File: src/rtl/vga_timing_gen.sv
//------------------------------------------------------------------------------
// vga_timing_gen : 640x480@60 raster counters with registered blank/sync/frame decode.
// Optional macro VGA_SYNC_ALIGN_EN delays hs/vs by one extra register stage.
// Revision: 1.0 - initial release
//------------------------------------------------------------------------------
`default_nettype none

module vga_timing_gen #(
    parameter int H_VISIBLE = 640,
    parameter int H_FP      = 16,
    parameter int H_SYNC    = 96,
    parameter int H_TOTAL   = 800,
    parameter int V_VISIBLE = 480,
    parameter int V_FP      = 10,
    parameter int V_SYNC    = 2,
    parameter int V_TOTAL   = 525
) (
    input  logic       vga_clk,
    input  logic       reset,
    output logic [9:0] DrawX,
    output logic [9:0] DrawY,
    output logic       blank,
    output logic       hs,
    output logic       vs,
    output logic       frame_start
);

    localparam logic [9:0] c_H_LAST   = 10'(H_TOTAL - 1);
    localparam logic [9:0] c_V_LAST   = 10'(V_TOTAL - 1);
    localparam logic [9:0] c_H_VIS    = 10'(H_VISIBLE);
    localparam logic [9:0] c_V_VIS    = 10'(V_VISIBLE);
    localparam logic [9:0] c_HS_FIRST = 10'(H_VISIBLE + H_FP);
    localparam logic [9:0] c_HS_LAST  = 10'(H_VISIBLE + H_FP + H_SYNC - 1);
    localparam logic [9:0] c_VS_FIRST = 10'(V_VISIBLE + V_FP);
    localparam logic [9:0] c_VS_LAST  = 10'(V_VISIBLE + V_FP + V_SYNC - 1);

    logic [9:0] hc_q, hc_d;
    logic [9:0] vc_q, vc_d;
    logic       blank_q, blank_d;
    logic       hs_q, hs_d;
    logic       vs_q, vs_d;
    logic       fs_q, fs_d;

    // Flags decode the next counter values so they line up with DrawX/DrawY.
    always_comb begin
        hc_d = hc_q + 10'd1;
        vc_d = vc_q;
        if (hc_q == c_H_LAST) begin
            hc_d = 10'd0;
            vc_d = (vc_q == c_V_LAST) ? 10'd0 : vc_q + 10'd1;
        end
        blank_d = (hc_d < c_H_VIS) && (vc_d < c_V_VIS);
        hs_d    = !((hc_d >= c_HS_FIRST) && (hc_d <= c_HS_LAST));
        vs_d    = !((vc_d >= c_VS_FIRST) && (vc_d <= c_VS_LAST));
        fs_d    = (hc_d == 10'd0) && (vc_d == 10'd0);
    end

    always_ff @(posedge vga_clk) begin
        if (reset) begin
            hc_q    <= c_H_LAST;
            vc_q    <= c_V_LAST;
            blank_q <= 1'b0;
            hs_q    <= 1'b1;
            vs_q    <= 1'b1;
            fs_q    <= 1'b0;
        end else begin
            hc_q    <= hc_d;
            vc_q    <= vc_d;
            blank_q <= blank_d;
            hs_q    <= hs_d;
            vs_q    <= vs_d;
            fs_q    <= fs_d;
        end
    end

    assign DrawX       = hc_q;
    assign DrawY       = vc_q;
    assign blank       = blank_q;
    assign frame_start = fs_q;

`ifdef VGA_SYNC_ALIGN_EN
    logic hs_al_q;
    logic vs_al_q;

    always_ff @(posedge vga_clk) begin
        if (reset) begin
            hs_al_q <= 1'b1;
            vs_al_q <= 1'b1;
        end else begin
            hs_al_q <= hs_q;
            vs_al_q <= vs_q;
        end
    end

    assign hs = hs_al_q;
    assign vs = vs_al_q;
`else
    assign hs = hs_q;
    assign vs = vs_q;
`endif

endmodule

`default_nettype wire
File: config.mk
export PLATFORM = sky130hd
export DESIGN_NAME = vga_timing_gen
export DESIGN_NICKNAME = d
export VERILOG_FILES = /design/src/rtl/vga_timing_gen.sv
export SDC_FILE = /design/constraint.sdc
export NUM_CORES = 1
export LEC_CHECK = 0
export ABC_AREA = 1
export CAP_MARGIN = 20
export CORE_MARGIN = 5
export CORE_UTILIZATION = 55
export CTS_CLUSTER_SIZE = 20
export DETAILED_ROUTE_END_ITERATION = 16
export PLACE_DENSITY = 0.83
export SLEW_MARGIN = 30
export SYNTH_ARGS = -nofsm -noshare
export SYNTH_HDL_FRONTEND = slang
export SYNTH_SLANG_ARGS = --single-unit
File: constraint.sdc
create_clock -name vga_clk -period 2.98 [get_ports vga_clk]
set_input_delay 0.596 -clock vga_clk [delete_from_list [all_inputs] [get_ports vga_clk]]
set_output_delay 0.596 -clock vga_clk [all_outputs]
set_load 0.01 [all_outputs]
==> impl_metrics.env <==
export IMPL_avgViaCountPerCell=5.032
export IMPL_p_sw_w=0.0006831
export IMPL_r2r_start="DrawX[0]"
export IMPL_finalHoldViolCount=0
export IMPL_hpwl_um=2536
export IMPL_cts_max_level=1
export IMPL_ioPinCount=26
export IMPL_yosysUniqueCellTypes=27
export IMPL_rsz0062_at_grt="no"
export IMPL_routed_wl_um=3155
export IMPL_path_buf_inv=1
export IMPL_powerDensity_mw_per_mm2=883.0
export IMPL_hp_class="reg2reg"
export IMPL_cts_buffers=3
export IMPL_grt_pass1_wl_um=5658
export IMPL_slowest_stage="clkdlybuf4s50_1"
export IMPL_cp_slowest_stage_delay_ns=0.60
export IMPL_p_leak_nw=0.8349
export IMPL_cts_setup_buffers=0
export IMPL_fin_crit_sh=0.6865
export IMPL_avgSynthCellArea_um2=6.267
export IMPL_netlist_area_mm2=0.001416
export IMPL_dieArea_mm2=0.003690
export IMPL_path_cells="clkdlybuf4s50_1"
export IMPL_rows=18
export IMPL_grt_overflow=0
export IMPL_sw_frac_of_total=0.4465
export IMPL_reg2reg_setup_slack_ns=1.00
export IMPL_synth_seq_cells=24
export IMPL_drive_gt1_frac=0.05976
export IMPL_min_to="DrawX[0]"
export IMPL_synth_area_leaders="dfxtp_1, nand2_1, inv_1, nor2_1, nand3_1"
export IMPL_clk_path_buf_depth=2
export IMPL_reg2reg_to="vs"
export IMPL_die_h_um=60.75
export IMPL_seq_power_share=0.314
export IMPL_core_area_mm2=0.002477
export IMPL_root_buffer="clkbuf_4"
export IMPL_maxCapViolCount=0
export IMPL_clkPwrFrac=0.155
export IMPL_path_class="reg2out"
export IMPL_cp_top_family="buffers and inverters"
export IMPL_hold_start="DrawX[0]"
export IMPL_diodes=0
export IMPL_cts_sinks=24
export IMPL_reg2regPathDepth=10
export IMPL_tightest_slew_ns=0.3994
export IMPL_start_util=0.5717
export IMPL_syn2layout_area_growth_pct=22.35
export IMPL_dr_pass1_iters=4
export IMPL_power_share_combinational=0.531
export IMPL_place_congestion=0.8830
export IMPL_n_fill_cell=224
export IMPL_critPathArrivalTime_ns=1.45
export IMPL_antenna_found_initial=0
export IMPL_startpoint_type="flip-flop"
export IMPL_insertion_delay_ns=0.32
export IMPL_cts_resized=0
export IMPL_setup_violations=0
export IMPL_yosysWarnings=0
export IMPL_yosys_area_top_type="dfxtp_1"
export IMPL_ant_nets=0
export IMPL_max_freq_ghz=0.4888
export IMPL_worstHoldPathCells=1
export IMPL_fin_setup_tns_ns=0
export IMPL_wire_per_inst_um=11.23
export IMPL_layout_common_cells="nand2_1, inv_1, nor2_1"
export IMPL_clkTransAtPathRegs_ns=0.14
export IMPL_final_common_cell="nand2_1"
export IMPL_drc=0
export IMPL_vdd_ir_drop_worst_uv=781.3
export IMPL_crit_fanout=9
export IMPL_track_usage=0.2050
export IMPL_p_int_w=0.0008469
export IMPL_cp_data_required_time_ns=2.38
export IMPL_max_slew_margin_rel=0.7329
export IMPL_status="completed"
export IMPL_yosysTopAreaCellShare=0.3392
export IMPL_post_route_util=0.6995
export IMPL_numPortBuffers=25
export IMPL_cts_hold_buf=0
export IMPL_clock_skew_final_ns=0.01334
export IMPL_grt_pass1_vias=1250
export IMPL_final_max_slew_viol_count=0
export IMPL_min_period_ns=2.046
export IMPL_tritoncts="yes"
export IMPL_critPathCaptureType="primary output"
export IMPL_num_vias=1414
export IMPL_syn_nets=232
export IMPL_dr_first_iter_drc_count=109
export IMPL_synthCells=226
export IMPL_hold_ws_ns=0.5582
export IMPL_nets=258
export IMPL_grt_max_degree=16
export IMPL_die_w_um=60.75
export IMPL_yosysSeqAreaShare=0.3392
## cells in the mapped netlist
cell type	instances
nand2_2	1
ha_1	4
or2_0	1
nor3_1	3
clkinv_1	1
nand3_2	1
inv_2	1
buf_6	1
nor2_1	30
buf_2	1
nand2_4	1
o21bai_1	1
nor2_2	5
xor2_1	2
clkbuf_1	2
nand3_1	22
nand4_2	1
nand2_1	68
o31ai_1	1
dfxtp_1	24
a21oi_1	3
o21ai_0	9
nor2_4	1
nand4_1	5
nor4_1	1
inv_1	34
nand3b_1	2
## per-stage QoR
step | area, um^2 | instances | worst slack [ns] | total power, W
after floorplan | 1416 | 226 | 1.273 | 0.001042
after global placement | 1680 | 277 | 0.7793 | 0.001295
after detailed placement | 1680 | 277 | 0.7432 | 0.001295
after CTS | 1733 | 281 | 0.9274 | 0.001535
after global routing | 1733 | 281 | 0.7935 | 0.001681
final | 1733 | 281 | 0.9342 | 0.001530
## power groups by stage
stage          clock network [W]  registers (W)  logic [W]
2_1_floorplan                  0       0.000504   0.000538
3_3_place_gp                   0       0.000486   0.000809
3_5_place_dp                   0       0.000488   0.000806
4_1_cts                 0.000238       0.000480   0.000817
5_1_grt                 0.000254       0.000495   0.000932
6_report                0.000237       0.000481   0.000813
## sequential cells by signal, indices dropped and copies added, names as in the netlist
signal,count
hs,1
DrawY,10
blank,1
DrawX,10
frame_start,1
vs,1
## worst max-delay path by stage
stage	cells past startpoint	start	slack, ns	end
2_1_floorplan	9	DrawX[1]	1.27	vs
3_3_place_gp	10	reset	0.78	frame_start
3_5_place_dp	10	reset	0.74	frame_start
4_1_cts	1	DrawY[5]	0.93	DrawY[5]
5_1_grt	10	DrawX[0]	0.79	vs
6_report	1	DrawY[5]	0.93	DrawY[5]
## layout make-up
type	count	area [um^2]	share of cell area
inverters	36	135.1	0.07798
flip-flops and latches	24	480.5	0.2773
well taps	30	37.54	0.02166
repair buffers	25	250.2	0.1444
clock buffers	3	22.52	0.01300
multi-input cells	162	777.0	0.4484
clock inverters	1	30.03	0.01733
## routing by layer
| metal | part of all wire | wire length [um] | vias up | track usage |
|---|---|---|---|---|
| li1 | - | - | 759 | - |
| met1 | 0.50 | 1588 | 599 | 0.3216 |
| met2 | 0.42 | 1322 | 54 | 0.2885 |
| met3 | 0.071 | 224 | 2 | 0.04468 |
| met4 | 0.0060 | 19 | 0 | 0.03715 |
| met5 | 0 | 0 | - | 0 |
## cell families (layout without fill, tap and decap cells)
logic type,after synthesis,count (layout),synth area share
compound gates,14,14,0.05300
xor+xnor,2,2,0.01237
fa+ha+maj,4,4,0.03534
buf+inv,40,65,0.1122
flops,24,24,0.3392
simple gates,142,142,0.4479
(Power assumes the default switching activity.)
==> RTL change 1: new RTL, config.mk and constraints unchanged <==
Build with the macro `VGA_SYNC_ALIGN_EN` defined.
--- a/src/rtl/vga_timing_gen.sv
+++ b/src/rtl/vga_timing_gen.sv
@@ -4,6 +4,8 @@
 // Revision: 1.0 - initial release
 //------------------------------------------------------------------------------
 `default_nettype none
+
+`define VGA_SYNC_ALIGN_EN
 
 module vga_timing_gen #(
     parameter int H_VISIBLE = 640,
Behaviour: same outputs for any inputs over 10 cycles, from zero or initial values and one cycle with reset high; that may be too few to reach the edited logic, so the function may still have changed.
==> RTL change 1 against the original RTL <==
Synthesized area rose by 8.3%; critical path depth did not move; worst setup slack better by 25 ps; core utilization shrank 3.5 points; non-clock buffer count is the same; total power is 6.8% lower; highest routed layer unchanged; routed wire length is 8.8% higher; first-iteration DRC count shrank 28%; hold slack worse by 120 ps; sequential cell count grew 2; final area rose by 4.0%.
==> RTL change 1: results (changes against the original RTL) <==
----------------------------------------------------
[Status]
  Result of the run ... complete, no violations

[Yosys]
  Commonest cells post-synth ... sky130_fd_sc_hd__nand2_1, sky130_fd_sc_hd__nor2_1, sky130_fd_sc_hd__inv_1, sky130_fd_sc_hd__dfxtp_1, sky130_fd_sc_hd__nand3_1
  Most used DFF post-synth ... sky130_fd_sc_hd__dfxtp_1
  Portion of the post-synthesis area used by sequential elements ... 33.9% (about the same)
  Syn_area_per_cell ... 6.64 sq um (+6.0%)
  Biggest area contributors in the synthesized netlist ... sky130_fd_sc_hd__dfxtp_1, sky130_fd_sc_hd__nand2_1, sky130_fd_sc_hd__nor2_1, sky130_fd_sc_hd__inv_1, sky130_fd_sc_hd__nand3_1
  Post-synthesis net count ... 237 (+2.2%)

[Placed design]
  Cell Count Post-Placement ... 282 (+1.8%)
  Worst Setup Slack post-DPL ... 882 ps (+139 ps)
  Post-DP HPWL ... 2.73 mm (+7.8%)
  Gpl congestion ... 0.866 (-1.9%)
  Cell Area, Placed ... 1780 sq um (+5.9%)

[Global routing]
  Maximum number of pins on one net before global-route repair ... 15 (-1)
  Met1 layer usage reported by global route ... 25.4% (-6.8 points)
  Number of global-route vias before repair ... 1294 (+3.5%)
  Global-route usage over all layers ... 17.8% (-2.7 points)
  Met2 layer usage reported by global route ... 25.1% (-3.7 points)
  Wire length of the first global-routing pass ... 5.79 mm (+2.3%)
  Met3 usage in global routing ... 4.68% (+0.21 points)

[Power]
  Internal cell power ... 0.760 mW (-10%)
  Total power ... 1.43 mW (-6.8%)
  Max VDD drop ... 0.694 mV (-11%)
  Leakage power ... 0.836 nW (+0.12%)

[STA]
  Setup clock skew after layout ... 7.12 ps (-6.22 ps)
  Worst-case headroom to the max-slew limit ... 66.4% (-6.9 points)

[Routing]
  Via count ... 1485 (+5.0%)
  Wirelength per Cell ... 12.0 um (+7.3%)
  DR iter-0 viols ... 79 (-28%)
  Drt total wl ... 3.43 mm (+8.8%)

[Setup path]
  Worst stage delay on the critical path ... 600 ps (about the same)
  Arrival time at the worst endpoint ... 1420 ps (-30 ps)
  Family with the most delay on the worst path ... buffers and inverters
  Crit Path Max Fanout ... 9 (unchanged)

[Layout]
  Ratio of cells with drive above 1 in the final layout ... 7.87% (+1.9 points)
  Final net count ... 262 (+1.6%)

[Clock network]
  Number of H-tree branching levels ... 1 (unchanged)
  Reg clk slew, reported paths ... 120 ps (-20 ps)

----------------------------------------------------
[RTL change 1: cell types whose count changed after synthesis, sizes merged, moves of 2 or more]
| cell | before | now |
|---|---|---|
| dfxtp | 24 | 26 |
| o21ai | 9 | 12 |
| nor2 | 36 | 39 |
| or2 | 1 | 3 |
| nand2 | 70 | 67 |
[RTL change 1: power groups by stage]
stage	combinational [mW]	clock, mW	sequential, mW
6_report	0.802	0.142	0.482
2_1_floorplan	0.587	0	0.506
4_1_cts	0.799	0.146	0.482
3_5_place_dp	0.794	0	0.490
5_1_grt	0.889	0.163	0.496
3_3_place_gp	0.789	0	0.488
[RTL change 1: layout make-up]
| cell class | count | area [sq um] |
|---|---|---|
| Clock buffer | 3 | 22.5 |
| Fill cell | 242 | 908 |
| Inverter | 34 | 130 |
| Multi-Input combinational cell | 166 | 840 |
| Sequential cell | 26 | 520 |
| Tap cell | 31 | 38.8 |
| Timing Repair Buffer | 25 | 250 |
[RTL change 1: cell families (layout without fill, tap and decap cells)]
logic type      after synthesis  count (layout)  share of synthesized area [%]
flops                        26              26                           33.9
xor+xnor                      2               2                           1.14
compound gates               18              18                           6.61
simple gates                142             142                           43.7
fa+ha+maj                     4               4                           3.26
buf+inv                      39              62                           11.3
[RTL change 1: final timing paths]
path | startpoint | to | slack, ps | depth (start not counted)
hold reg to reg | vs_q | vs | 440 | 1
setup / recovery | DrawY[5] | DrawY[5] | 960 | 1
setup reg to reg | DrawX[0] | vs_q | 1010 | 10
hold / removal | vs_q | vs | 440 | 1
[RTL change 1: routing by layer]
metal  vias up  share of wire (%)
li1        768                  -
met1       664                 48
met2        47                 44
met3         6                5.5
met4         0                2.0
met5         -                  0
==> RTL change 2: new RTL, same settings <==
Made on the original files. Put one more register stage on the output `frame_start`, cleared by the reset. The value now appears one clock later. The other outputs are not delayed to match.
--- a/src/rtl/vga_timing_gen.sv
+++ b/src/rtl/vga_timing_gen.sv
@@ -76,7 +76,13 @@
     assign DrawX       = hc_q;
     assign DrawY       = vc_q;
     assign blank       = blank_q;
-    assign frame_start = fs_q;
+    always_ff @(posedge vga_clk) begin
+        if (reset) begin
+            frame_start <= '0;
+        end else begin
+            frame_start <= fs_q;
+        end
+    end
 
 `ifdef VGA_SYNC_ALIGN_EN
     logic hs_al_q;
Check against the original RTL: not equivalent (Yosys sat finds a counterexample within 4 cycles, from zero or initial values and one cycle with reset high).
==> RTL change 2 against the original RTL <==
Routed wire length rose by 2.6%; combinational power fell by 2%; final area rose by 2.7%; core utilization fell by 3.7 points; sequential share of layout area rose by 0.38 points; register-to-register slack barely moved; highest routed layer unchanged; sequential power fell by 3%; total power fell by 7.6%; via count rose by 2.0%; critical path type unchanged; worst setup slack improved by 19 ps; sequential cell count rose by 1; clock skew fell by 8.4 ps; synthesized area rose by 6.5%.
==> RTL change 2: results (changes against the original RTL) <==
----------------------------------------------------
[Yosys]
  Biggest area contributors in the synthesized netlist ... sky130_fd_sc_hd__dfxtp_1, sky130_fd_sc_hd__nand2_1, sky130_fd_sc_hd__nor2_1, sky130_fd_sc_hd__inv_1, sky130_fd_sc_hd__nand3_1
  Commonest cells post-synth ... sky130_fd_sc_hd__nand2_1, sky130_fd_sc_hd__nor2_1, sky130_fd_sc_hd__inv_1, sky130_fd_sc_hd__dfxtp_1, sky130_fd_sc_hd__nand3_1
  Portion of the post-synthesis area used by sequential elements ... 33.2% (-0.75 points)

[Clock network]
  CTS Buf Count ... 3 (unchanged)
  Root Buffer ... sky130_fd_sc_hd__clkbuf_4

[Worst hold path]
  Hold Path Origin ... fs_q
  Hold Path End ... frame_start
  Number of instances on the worst hold path ... 2 (+1)

[Routing]
  DR iter-0 viols ... 67 (-39%)
  Drt total wl ... 3.24 mm (+2.6%)

[STA]
  Hold slack ... 425 ps (-133 ps)
  Worst-case headroom to the max-slew limit ... 67.8% (-5.5 points)
  Setup clock skew after layout ... 4.97 ps (-8.37 ps)

[Status]
  Result of the run ... complete, no violations

[Global routing]
  Global-route usage over all layers ... 17.3% (-3.2 points)
  Maximum number of pins on one net before global-route repair ... 15 (-1)
  Wire length of the first global-routing pass ... 5.69 mm (+0.48%)
  Number of global-route vias before repair ... 1301 (+4.1%)

[Layout]
  Final net count ... 261 (+1.2%)
  Layout fillers ... 267 (+19%)
  Ratio of cells with drive above 1 in the final layout ... 7.09% (+1.1 points)

[Setup path]
  Arrival time at the worst endpoint ... 1430 ps (-20 ps)

[Placed design]
  Post-DP HPWL ... 2.53 mm (-0.20%)
  Gpl congestion ... 0.804 (-9.0%)

[Power]
  Max VDD drop ... 0.831 mV (+6.4%)
  Leakage power ... 0.829 nW (-0.69%)

----------------------------------------------------
==> RTL change 2: per-stage QoR <==
step | total power [mW] | std cells | worst slack [ps] | utilization [%] | cell area [sq um]
CTS | 1.43 | 285 | 939 | 66.3 | 1780
global placement | 1.26 | 281 | 916 | 65.3 | 1750
global route | 1.55 | 285 | 756 | 66.3 | 1780
floorplan | 1.08 | 230 | 1260 | - | 1510
detailed placement | 1.27 | 281 | 876 | 65.3 | 1750
finish | 1.41 | 285 | 953 | 66.3 | 1780
==> RTL change 2: power breakdown <==
group | total, mW | switching, mW | internal (mW)
sequential | 0.467 | 0.0701 | 0.397
combinational | 0.794 | 0.492 | 0.303
clock | 0.151 | 0.0989 | 0.0525
==> RTL change 2: area by class of cell <==
cell class	count	area share (%)
repair buffers	25	14.1
multi-input cells	165	46.7
flip-flops and latches	25	28.1
inverters	35	7.52
clock buffers	4	1.48
well taps	31	2.18
==> RTL change 2: worst max path at each step <==
stage / slack, ps / startpoint / endpoint / cells past startpoint
3_5_place_dp: 880 / reset / fs_q / 6
2_1_floorplan: 1260 / DrawX[0] / vs / 10
6_report: 950 / DrawY[5] / DrawY[5] / 1
5_1_grt: 760 / DrawX[0] / vs / 10
4_1_cts: 940 / DrawY[5] / DrawY[5] / 1
3_3_place_gp: 920 / reset / fs_q / 6
==> RTL change 2: layer usage <==
layer | vias to the layer above | track usage (%) | routed length, um
met2 | 38 | 26.0 | 1450
met3 | 2 | 3.96 | 182
li1 | 769 | - | -
met1 | 633 | 24.6 | 1580
met4 | 0 | 4.77 | 20
met5 | - | 0 | 0
==> RTL change 2: kinds of logic after synthesis <==
kind of cell	share of synthesized area [%]
and+or+nand+nor	43.9
buffers and inverters	11.8
DFF	33.2
AOI/OAI and AO/OA	6.72
adders and majority gates	3.32
xor gates and xnor gates	1.16
